<file path="src/rtl/seq_program_runner_if.sv">
// Bundle between the program runner and whoever feeds it: host program/start
// controls, the sequencer status inputs and the runner's status outputs.
interface seq_program_runner_if #(
    parameter int DEPTH = 16,
    parameter int CMD_W = 8
);
    localparam int AW = $clog2(DEPTH);

    logic             prog_wr_en_i;
    logic [AW-1:0]    prog_addr_i;
    logic [CMD_W-1:0] prog_data_i;
    logic [AW:0]      prog_len_i;
    logic             start_i;
    logic             abort_i;
    logic             seq_busy_i;
    logic [7:0]       seq_repeat_cnt_i;
    logic             seq_eof_i;
    logic [CMD_W-1:0] cmd_id_o;
    logic             run_busy_o;
    logic             run_done_o;
    logic             run_error_o;
    logic [AW-1:0]    step_idx_o;
    logic [7:0]       repeat_idx_o;

    // Host / sequencer side
    modport master (
        output prog_wr_en_i, prog_addr_i, prog_data_i, prog_len_i,
               start_i, abort_i, seq_busy_i, seq_repeat_cnt_i, seq_eof_i,
        input  cmd_id_o, run_busy_o, run_done_o, run_error_o,
               step_idx_o, repeat_idx_o
    );

    // Runner side
    modport slave (
        input  prog_wr_en_i, prog_addr_i, prog_data_i, prog_len_i,
               start_i, abort_i, seq_busy_i, seq_repeat_cnt_i, seq_eof_i,
        output cmd_id_o, run_busy_o, run_done_o, run_error_o,
               step_idx_o, repeat_idx_o
    );
endinterface

</file>
<file path="src/rtl/seq_program_runner.sv">
// Program runner: steps through a host-loaded list of command IDs, issuing
// each one to the sequencer for a single cycle, repeating it as many times as
// the sequencer reports, and ending on end-of-program, sequencer EOF, issue
// timeout or abort. All status outputs come straight from registers.
module seq_program_runner #(
    parameter int               DEPTH    = 16,
    parameter int               CMD_W    = 8,
    parameter logic [CMD_W-1:0] IDLE_CMD = 8'h00,
    parameter int               TO_CYC   = 1023,
    parameter int               AW       = $clog2(DEPTH)
) (
    input  logic                  clk,
    input  logic                  reset_n,
    seq_program_runner_if.slave   bus
);

    localparam int            TOW     = $clog2(TO_CYC + 1);
    localparam logic [TOW-1:0] TO_LAST = TOW'(TO_CYC);
    localparam logic [AW:0]   LEN_ONE = {{AW{1'b0}}, 1'b1};
    localparam logic [AW:0]   LEN_ZERO = {(AW+1){1'b0}};

    typedef enum logic [2:0] {
        RUN_IDLE  = 3'd0,
        ISSUE     = 3'd1,
        WAIT_BUSY = 3'd2,
        WAIT_DONE = 3'd3,
        FINISH    = 3'd4
    } state_e;

    state_e           state_q, state_d;
    logic [AW:0]      len_q, len_d;
    logic [AW-1:0]    step_q, step_d;
    logic [7:0]       rep_q, rep_d;
    logic [7:0]       rep_total_q, rep_total_d;
    logic             eof_q, eof_d;
    logic [TOW-1:0]   to_cnt_q, to_cnt_d;
    logic [CMD_W-1:0] cmd_q, cmd_d;
    logic             busy_q, busy_d;
    logic             done_q, done_d;
    logic             err_q, err_d;

    // Program storage is deliberately not reset so it survives a mid-run reset
    logic [CMD_W-1:0] prog_mem [DEPTH];

    // Host writes land only while no run is in progress
    always_ff @(posedge clk) begin
        if (bus.prog_wr_en_i && !busy_q) begin
            prog_mem[bus.prog_addr_i] <= bus.prog_data_i;
        end
    end

    // State and status registers
    always_ff @(posedge clk or negedge reset_n) begin
        if (!reset_n) begin
            state_q     <= RUN_IDLE;
            len_q       <= LEN_ZERO;
            step_q      <= {AW{1'b0}};
            rep_q       <= 8'd0;
            rep_total_q <= 8'd0;
            eof_q       <= 1'b0;
            to_cnt_q    <= {TOW{1'b0}};
            cmd_q       <= IDLE_CMD;
            busy_q      <= 1'b0;
            done_q      <= 1'b0;
            err_q       <= 1'b0;
        end else begin
            state_q     <= state_d;
            len_q       <= len_d;
            step_q      <= step_d;
            rep_q       <= rep_d;
            rep_total_q <= rep_total_d;
            eof_q       <= eof_d;
            to_cnt_q    <= to_cnt_d;
            cmd_q       <= cmd_d;
            busy_q      <= busy_d;
            done_q      <= done_d;
            err_q       <= err_d;
        end
    end

    // Next-state logic; abort overrides everything once a run is active
    always_comb begin
        state_d     = state_q;
        len_d       = len_q;
        step_d      = step_q;
        rep_d       = rep_q;
        rep_total_d = rep_total_q;
        eof_d       = eof_q;
        to_cnt_d    = to_cnt_q;
        cmd_d       = IDLE_CMD;
        err_d       = err_q;

        case (state_q)
            RUN_IDLE: begin
                if (bus.start_i) begin
                    err_d  = 1'b0;
                    step_d = {AW{1'b0}};
                    rep_d  = 8'd0;
                    if (bus.prog_len_i == LEN_ZERO) begin
                        state_d = FINISH;
                    end else begin
                        len_d   = bus.prog_len_i;
                        state_d = ISSUE;
                    end
                end else begin
                    state_d = RUN_IDLE;
                end
            end
            ISSUE: begin
                // Hold off until the sequencer has finished the previous command
                if (!bus.seq_busy_i) begin
                    cmd_d    = prog_mem[step_q];
                    to_cnt_d = {TOW{1'b0}};
                    state_d  = WAIT_BUSY;
                end else begin
                    state_d = ISSUE;
                end
            end
            WAIT_BUSY: begin
                if (bus.seq_busy_i) begin
                    // Repeat total is fixed by the first iteration of a step
                    if (rep_q == 8'd0) begin
                        rep_total_d = (bus.seq_repeat_cnt_i == 8'd0) ? 8'd1
                                                                     : bus.seq_repeat_cnt_i;
                    end else begin
                        rep_total_d = rep_total_q;
                    end
                    eof_d   = bus.seq_eof_i;
                    state_d = WAIT_DONE;
                end else if (to_cnt_q == TO_LAST) begin
                    err_d   = 1'b1;
                    state_d = RUN_IDLE;
                end else begin
                    to_cnt_d = to_cnt_q + {{(TOW-1){1'b0}}, 1'b1};
                end
            end
            WAIT_DONE: begin
                if (!bus.seq_busy_i) begin
                    if (({1'b0, rep_q} + 9'd1) < {1'b0, rep_total_q}) begin
                        rep_d   = rep_q + 8'd1;
                        state_d = ISSUE;
                    end else if (eof_q) begin
                        state_d = FINISH;
                    end else if (({1'b0, step_q} + LEN_ONE) == len_q) begin
                        state_d = FINISH;
                    end else begin
                        step_d  = step_q + {{(AW-1){1'b0}}, 1'b1};
                        rep_d   = 8'd0;
                        state_d = ISSUE;
                    end
                end else begin
                    state_d = WAIT_DONE;
                end
            end
            FINISH: begin
                state_d = RUN_IDLE;
            end
            default: begin
                state_d = RUN_IDLE;
            end
        endcase

        if ((state_q != RUN_IDLE) && bus.abort_i) begin
            state_d = RUN_IDLE;
            err_d   = 1'b1;
            cmd_d   = IDLE_CMD;
        end else begin
            err_d = err_d;
        end

        busy_d = (state_d != RUN_IDLE);
        done_d = (state_d == FINISH);
    end

    assign bus.cmd_id_o     = cmd_q;
    assign bus.run_busy_o   = busy_q;
    assign bus.run_done_o   = done_q;
    assign bus.run_error_o  = err_q;
    assign bus.step_idx_o   = step_q;
    assign bus.repeat_idx_o = rep_q;

endmodule
</file>
<file path="src/flat_wrapper.sv">
// flat-port wrapper written by rule: the top's interface ports become plain ports
module seq_program_runner_flat 
#(
    parameter int               DEPTH    = 16,
    parameter int               CMD_W    = 8,
    parameter logic [CMD_W-1:0] IDLE_CMD = 8'h00,
    parameter int               TO_CYC   = 1023,
    parameter int               AW       = $clog2(DEPTH)
)
  (clk, reset_n, bus_prog_wr_en_i, bus_prog_addr_i, bus_prog_data_i, bus_prog_len_i, bus_start_i, bus_abort_i, bus_seq_busy_i, bus_seq_repeat_cnt_i, bus_seq_eof_i, bus_cmd_id_o, bus_run_busy_o, bus_run_done_o, bus_run_error_o, bus_step_idx_o, bus_repeat_idx_o);
  seq_program_runner_if #(.DEPTH(DEPTH), .CMD_W(CMD_W)) bus_i ();
  input  logic clk;
  input  logic reset_n;
  input wire logic [$bits(bus_i.prog_wr_en_i)-1:0] bus_prog_wr_en_i;
  input wire logic [$bits(bus_i.prog_addr_i)-1:0] bus_prog_addr_i;
  input wire logic [$bits(bus_i.prog_data_i)-1:0] bus_prog_data_i;
  input wire logic [$bits(bus_i.prog_len_i)-1:0] bus_prog_len_i;
  input wire logic [$bits(bus_i.start_i)-1:0] bus_start_i;
  input wire logic [$bits(bus_i.abort_i)-1:0] bus_abort_i;
  input wire logic [$bits(bus_i.seq_busy_i)-1:0] bus_seq_busy_i;
  input wire logic [$bits(bus_i.seq_repeat_cnt_i)-1:0] bus_seq_repeat_cnt_i;
  input wire logic [$bits(bus_i.seq_eof_i)-1:0] bus_seq_eof_i;
  output wire logic [$bits(bus_i.cmd_id_o)-1:0] bus_cmd_id_o;
  output wire logic [$bits(bus_i.run_busy_o)-1:0] bus_run_busy_o;
  output wire logic [$bits(bus_i.run_done_o)-1:0] bus_run_done_o;
  output wire logic [$bits(bus_i.run_error_o)-1:0] bus_run_error_o;
  output wire logic [$bits(bus_i.step_idx_o)-1:0] bus_step_idx_o;
  output wire logic [$bits(bus_i.repeat_idx_o)-1:0] bus_repeat_idx_o;
  assign bus_i.prog_wr_en_i = bus_prog_wr_en_i;
  assign bus_i.prog_addr_i = bus_prog_addr_i;
  assign bus_i.prog_data_i = bus_prog_data_i;
  assign bus_i.prog_len_i = bus_prog_len_i;
  assign bus_i.start_i = bus_start_i;
  assign bus_i.abort_i = bus_abort_i;
  assign bus_i.seq_busy_i = bus_seq_busy_i;
  assign bus_i.seq_repeat_cnt_i = bus_seq_repeat_cnt_i;
  assign bus_i.seq_eof_i = bus_seq_eof_i;
  assign bus_cmd_id_o = bus_i.cmd_id_o;
  assign bus_run_busy_o = bus_i.run_busy_o;
  assign bus_run_done_o = bus_i.run_done_o;
  assign bus_run_error_o = bus_i.run_error_o;
  assign bus_step_idx_o = bus_i.step_idx_o;
  assign bus_repeat_idx_o = bus_i.repeat_idx_o;
  seq_program_runner #(.DEPTH(DEPTH), .CMD_W(CMD_W), .IDLE_CMD(IDLE_CMD), .TO_CYC(TO_CYC), .AW(AW)) u_core (.clk(clk), .reset_n(reset_n), .bus(bus_i));
endmodule
</file>
<file path="config.mk">
export PLATFORM = sky130hd
export DESIGN_NAME = seq_program_runner_flat
export DESIGN_NICKNAME = d
export VERILOG_FILES = /design/src/rtl/seq_program_runner_if.sv /design/src/rtl/seq_program_runner.sv /design/src/flat_wrapper.sv
export SDC_FILE = /design/constraint.sdc
export NUM_CORES = 1
export LEC_CHECK = 0
export CAP_MARGIN = 40
export CORE_MARGIN = 2
export CORE_UTILIZATION = 60
export CTS_CLUSTER_DIAMETER = 150
export DETAILED_ROUTE_END_ITERATION = 10
export PLACE_DENSITY = 0.78
export SLEW_MARGIN = 20
export SYNTH_ARGS = -nofsm -noshare
export SYNTH_HDL_FRONTEND = slang
export SYNTH_SLANG_ARGS = --single-unit
</file>
<file path="constraint.sdc">
create_clock -name clk -period 6 [get_ports clk]
set_input_delay 1.8 -clock clk [delete_from_list [all_inputs] [get_ports clk]]
set_output_delay 1.8 -clock clk [all_outputs]
set_load 0.01 [all_outputs]
</file>
==> flow_summary.rst <==
.. list-table::
   :header-rows: 1

   * - Metric
     - Value
   * - Outcome
     - finished clean
   * - Quantity of gates resized following cts
     - 0
   * - Required time of the worst setup path
     - about 4200 ps
   * - Peak Freq
     - 275.5 MHz
   * - Hold_buf cts
     - 0
   * - Ys Warns
     - 0
   * - Met2 routed wirelength
     - 8.173 mm
   * - Internal Power
     - 0.002231 W
   * - Buffers from clock root to sink, at most
     - 2
   * - DRT antenna net count
     - 0
   * - Seq/Total Area, Yosys
     - 0.6707
   * - Total track usage
     - 0.2519
   * - Total congestion overflow
     - 0
   * - Share of cells above drive strength 1
     - 0.1931
   * - Total Power Consumption
     - 0.002992 W
   * - Number of synthesized flops with an enable pin
     - 128
   * - Library cell contributing the largest single delay on the critical path
     - dfrtp_1
   * - Count of standard-cell rows
     - 41
   * - Post-synthesis register bit count
     - between 150 and 200
   * - Net count, final
     - between 500 and 600
   * - Critical path buffer and inverter count
     - 1
   * - CP startpoint
     - u_core.bus.step_idx_o[3]
   * - Max H-tree Level
     - 4
   * - Half-perimeter wire length after detailed placement
     - 10.33 mm
   * - Critical path destination
     - bus_step_idx_o[3]
   * - Peak supply drop
     - 0.0002470 V
   * - Met1 layer wirelength in the final routing
     - 6.264 mm
   * - Leakage Power
     - 3.132 nW
   * - Vias in the first global route
     - 4396
   * - Post-synthesis cell area
     - 7596 µm²
   * - Setup Viol. Count Final
     - 0
   * - Capturing point of the worst reg2reg path
     - u_core.bus.repeat_idx_o[0]
   * - Initial antenna violation count
     - 0
   * - Setup repair after global routing missed its margin
     - no
   * - Ant. Diodes
     - 0
   * - Part of the total power dissipated in the clock network
     - 0.347
   * - Synth-to-Final Area Change
     - 17.56%
   * - Cell at the root of the clock tree
     - clkbuf_16
   * - Die height
     - approximately 120 µm
   * - Commonest register cell after synthesis
     - edfxtp_1
   * - Gp weighted congestion
     - approximately 0.84
   * - Initial core utilization
     - 0.6094
   * - Slew at the pin closest to its max-slew limit
     - 839.4 ps
   * - Path length in cells of the critical path
     - 1
   * - Number of nets in the synthesized netlist
     - approximately 500
   * - Share of power burned in registers
     - 0.500
   * - Boundary pin count
     - 55
   * - Max-slew headroom
     - 0.4383
   * - Critical Path, Cell by Cell
     - clkdlybuf4s50_1
   * - Synthesized area per cell
     - 16.20 µm²
   * - Net load switching power
     - 0.0007607 W
   * - Relative contribution of combinational cells to total power
     - 0.152
   * - Clock network latency to the later pin of the worst-skew pair
     - roughly 430 ps
   * - Reg clk slew, reported paths
     - around 60 ps
   * - Global-route wire length before repair
     - approximately 24 mm
   * - Drt first-iter violations
     - approximately 490
   * - Number of hold-slack violations in the final timing report
     - 0
   * - Post-Route WL
     - between 15 and 20 mm
   * - Total length of routed met3 wires
     - 981 µm
   * - Clk_skew
     - 11.80 ps
   * - Switching Fraction
     - 0.2543
   * - Worst min-delay path category
     - flop to flop
   * - Setup crit start kind
     - flop
   * - Final sum of negative setup slack
     - 0 ps
   * - Number of distinct standard cells referenced by the synthesized netlist
     - 55
   * - Total die area
     - between 10000 and 15000 µm²
   * - Critical register-to-register path startpoint
     - u_core.bus.repeat_idx_o[2]
   * - Ys async rst share
     - 0.2809
   * - Delay contributed by the slowest stage of the critical path
     - 750 ps
   * - Number of vias per cell
     - 6.080
   * - Die X
     - 116.5 µm
   * - CP arrival
     - 1830 ps
   * - Final Max Slew Viols
     - 0
   * - TritonCTS Sinks
     - 178
   * - Largest net degree at the start of global routing
     - 51
   * - PortBufs
     - 54
   * - Iteration count of the initial detailed-routing pass
     - 5
   * - Post-CTS repair timing setup buffer count
     - 0
   * - TritonCTS Buffers
     - 17
   * - Depth of the worst register-to-register path
     - 11
   * - Core outline area
     - between 10000 and 15000 µm²
   * - Via Count
     - 4414
   * - Clock tree from TritonCTS
     - done
   * - Element type at the critical path end
     - output pin
   * - PD cells
     - 335.0 nW/µm²
   * - Number of maximum-capacitance constraint violations
     - 0
   * - Uppermost signal routing layer after detailed routing
     - met4
   * - Number of cells produced by synthesis
     - 469
   * - Biggest fanout along the worst timing path
     - 14
   * - Reg2reg setup slack
     - ~2700 ps
   * - Final worst path period share
     - 0.6050
   * - Fill cell instance count of the final layout
     - 815
   * - Min cycle time layout
     - 3630 ps
   * - DRC errors left
     - 0
   * - Class of the most critical setup path
     - flop to output pin
   * - Cell class contributing the biggest share of worst-path delay
     - flip-flops
   * - Wire per inst
     - 21.66 µm
## through the flow
step	worst slack (ps)	hold slack, ps	utilization	std cells	area, µm²
after floorplan	2665	450.2	-	469	7596
after global placement	1855	469.3	0.6653	685	8293
after detailed placement	2096	476.3	0.6667	687	8310
after CTS	2213	503.6	0.7109	718	8862
after global routing	2325	515.8	0.7164	726	8930
final	2370	500.9	0.7164	726	8930
## final cells by class
| cell class | instances | area [µm²] | share of cell area |
|---|---|---|---|
| Clock inverter | 11 | 115.1 | 0.01289 |
| Multi-Input combinational cell | 260 | 2357 | 0.2640 |
| Tap cell | 172 | 215.2 | 0.02410 |
| Timing Repair Buffer | 68 | 645.6 | 0.07230 |
| Clock buffer | 20 | 436.7 | 0.04890 |
| Sequential cell | 178 | 5096 | 0.5707 |
| Inverter | 17 | 63.81 | 0.007146 |
## per-layer routing
metal	global-route usage	vias to the layer above
met4	0.09524	0
met2	0.4190	171
li1	-	1962
met5	0	-
met1	0.3265	2259
met3	0.06175	22
## logic make-up after synthesis
logic type,count (synthesis),synth area share
compound gates,52,0.04827
xor+xnor,18,0.02076
fa+ha+maj,11,0.01812
buf+inv,31,0.01960
flops,178,0.6707
mux,51,0.1347
simple gates,128,0.08779
## power groups by stage
stage / logic [W] / clock network (W) / registers, W
2_1_floorplan: 0.000310 / 0 / 0.00149
3_3_place_gp: 0.000436 / 0 / 0.00151
3_5_place_dp: 0.000455 / 0 / 0.00152
4_1_cts: 0.000457 / 0.00106 / 0.00149
5_1_grt: 0.000508 / 0.00111 / 0.00151
6_report: 0.000456 / 0.00104 / 0.00150
## Yosys cell counts, types with 9 or more instances
cell,number,share of area
ha_1,11,0.018
xor2_1,9,0.010
edfxtp_1,128,0.51
o21ai_0,15,0.0099
xnor2_1,9,0.010
nor2b_1,9,0.0074
mux4_2,40,0.12
inv_1,17,0.0084
nor2_1,38,0.019
dfrtp_1,50,0.16
mux2_2,10,0.015
a21oi_1,10,0.0066
nand3_1,14,0.0092
nand2_1,23,0.011
nor3_1,9,0.0059
## flip-flops by register name (all words and copies together) (netlist names)
| name | flops |
|---|---|
| u_core.bus.run_done_o | 1 |
| u_core.bus.run_busy_o | 1 |
| u_core.bus.repeat_idx_o | 8 |
| u_core.bus.run_error_o | 1 |
| u_core.prog_mem | 128 |
| u_core.len_q | 5 |
| u_core.state_q | 3 |
| u_core.bus.step_idx_o | 4 |
| u_core.rep_total_q | 8 |
| u_core.bus.cmd_id_o | 8 |
| u_core.eof_q | 1 |
| u_core.to_cnt_q | 10 |
## worst min-delay path by stage
stage          slack (ps)                     to                   from  cells after the start
2_1_floorplan         450  u_core.rep_total_q[0]  u_core.rep_total_q[0]                      2
3_3_place_gp          470  u_core.rep_total_q[0]  u_core.rep_total_q[0]                      2
3_5_place_dp          480  u_core.rep_total_q[0]  u_core.rep_total_q[0]                      2
4_1_cts               500  u_core.rep_total_q[0]  u_core.rep_total_q[0]                      2
5_1_grt               520  u_core.rep_total_q[1]  u_core.rep_total_q[1]                      1
6_report              500  u_core.rep_total_q[0]  u_core.rep_total_q[0]                      2
## cell usage in the layout, fill, tap and decap left out, types with 14 or more instances in the layout
| cell | netlist | routed |
|---|---|---|
| mux4_2 | 40 | 40 |
| o21ai_0 | 15 | 15 |
| edfxtp_1 | 128 | 128 |
| inv_1 | 17 | 17 |
| nand3_1 | 14 | 14 |
| nand2_1 | 23 | 23 |
| clkbuf_16 | 0 | 17 |
| dfrtp_1 | 50 | 49 |
| clkdlybuf4s50_1 | 0 | 53 |
| nor2_1 | 38 | 38 |
Note: power is estimated with default switching activity, not from simulation.
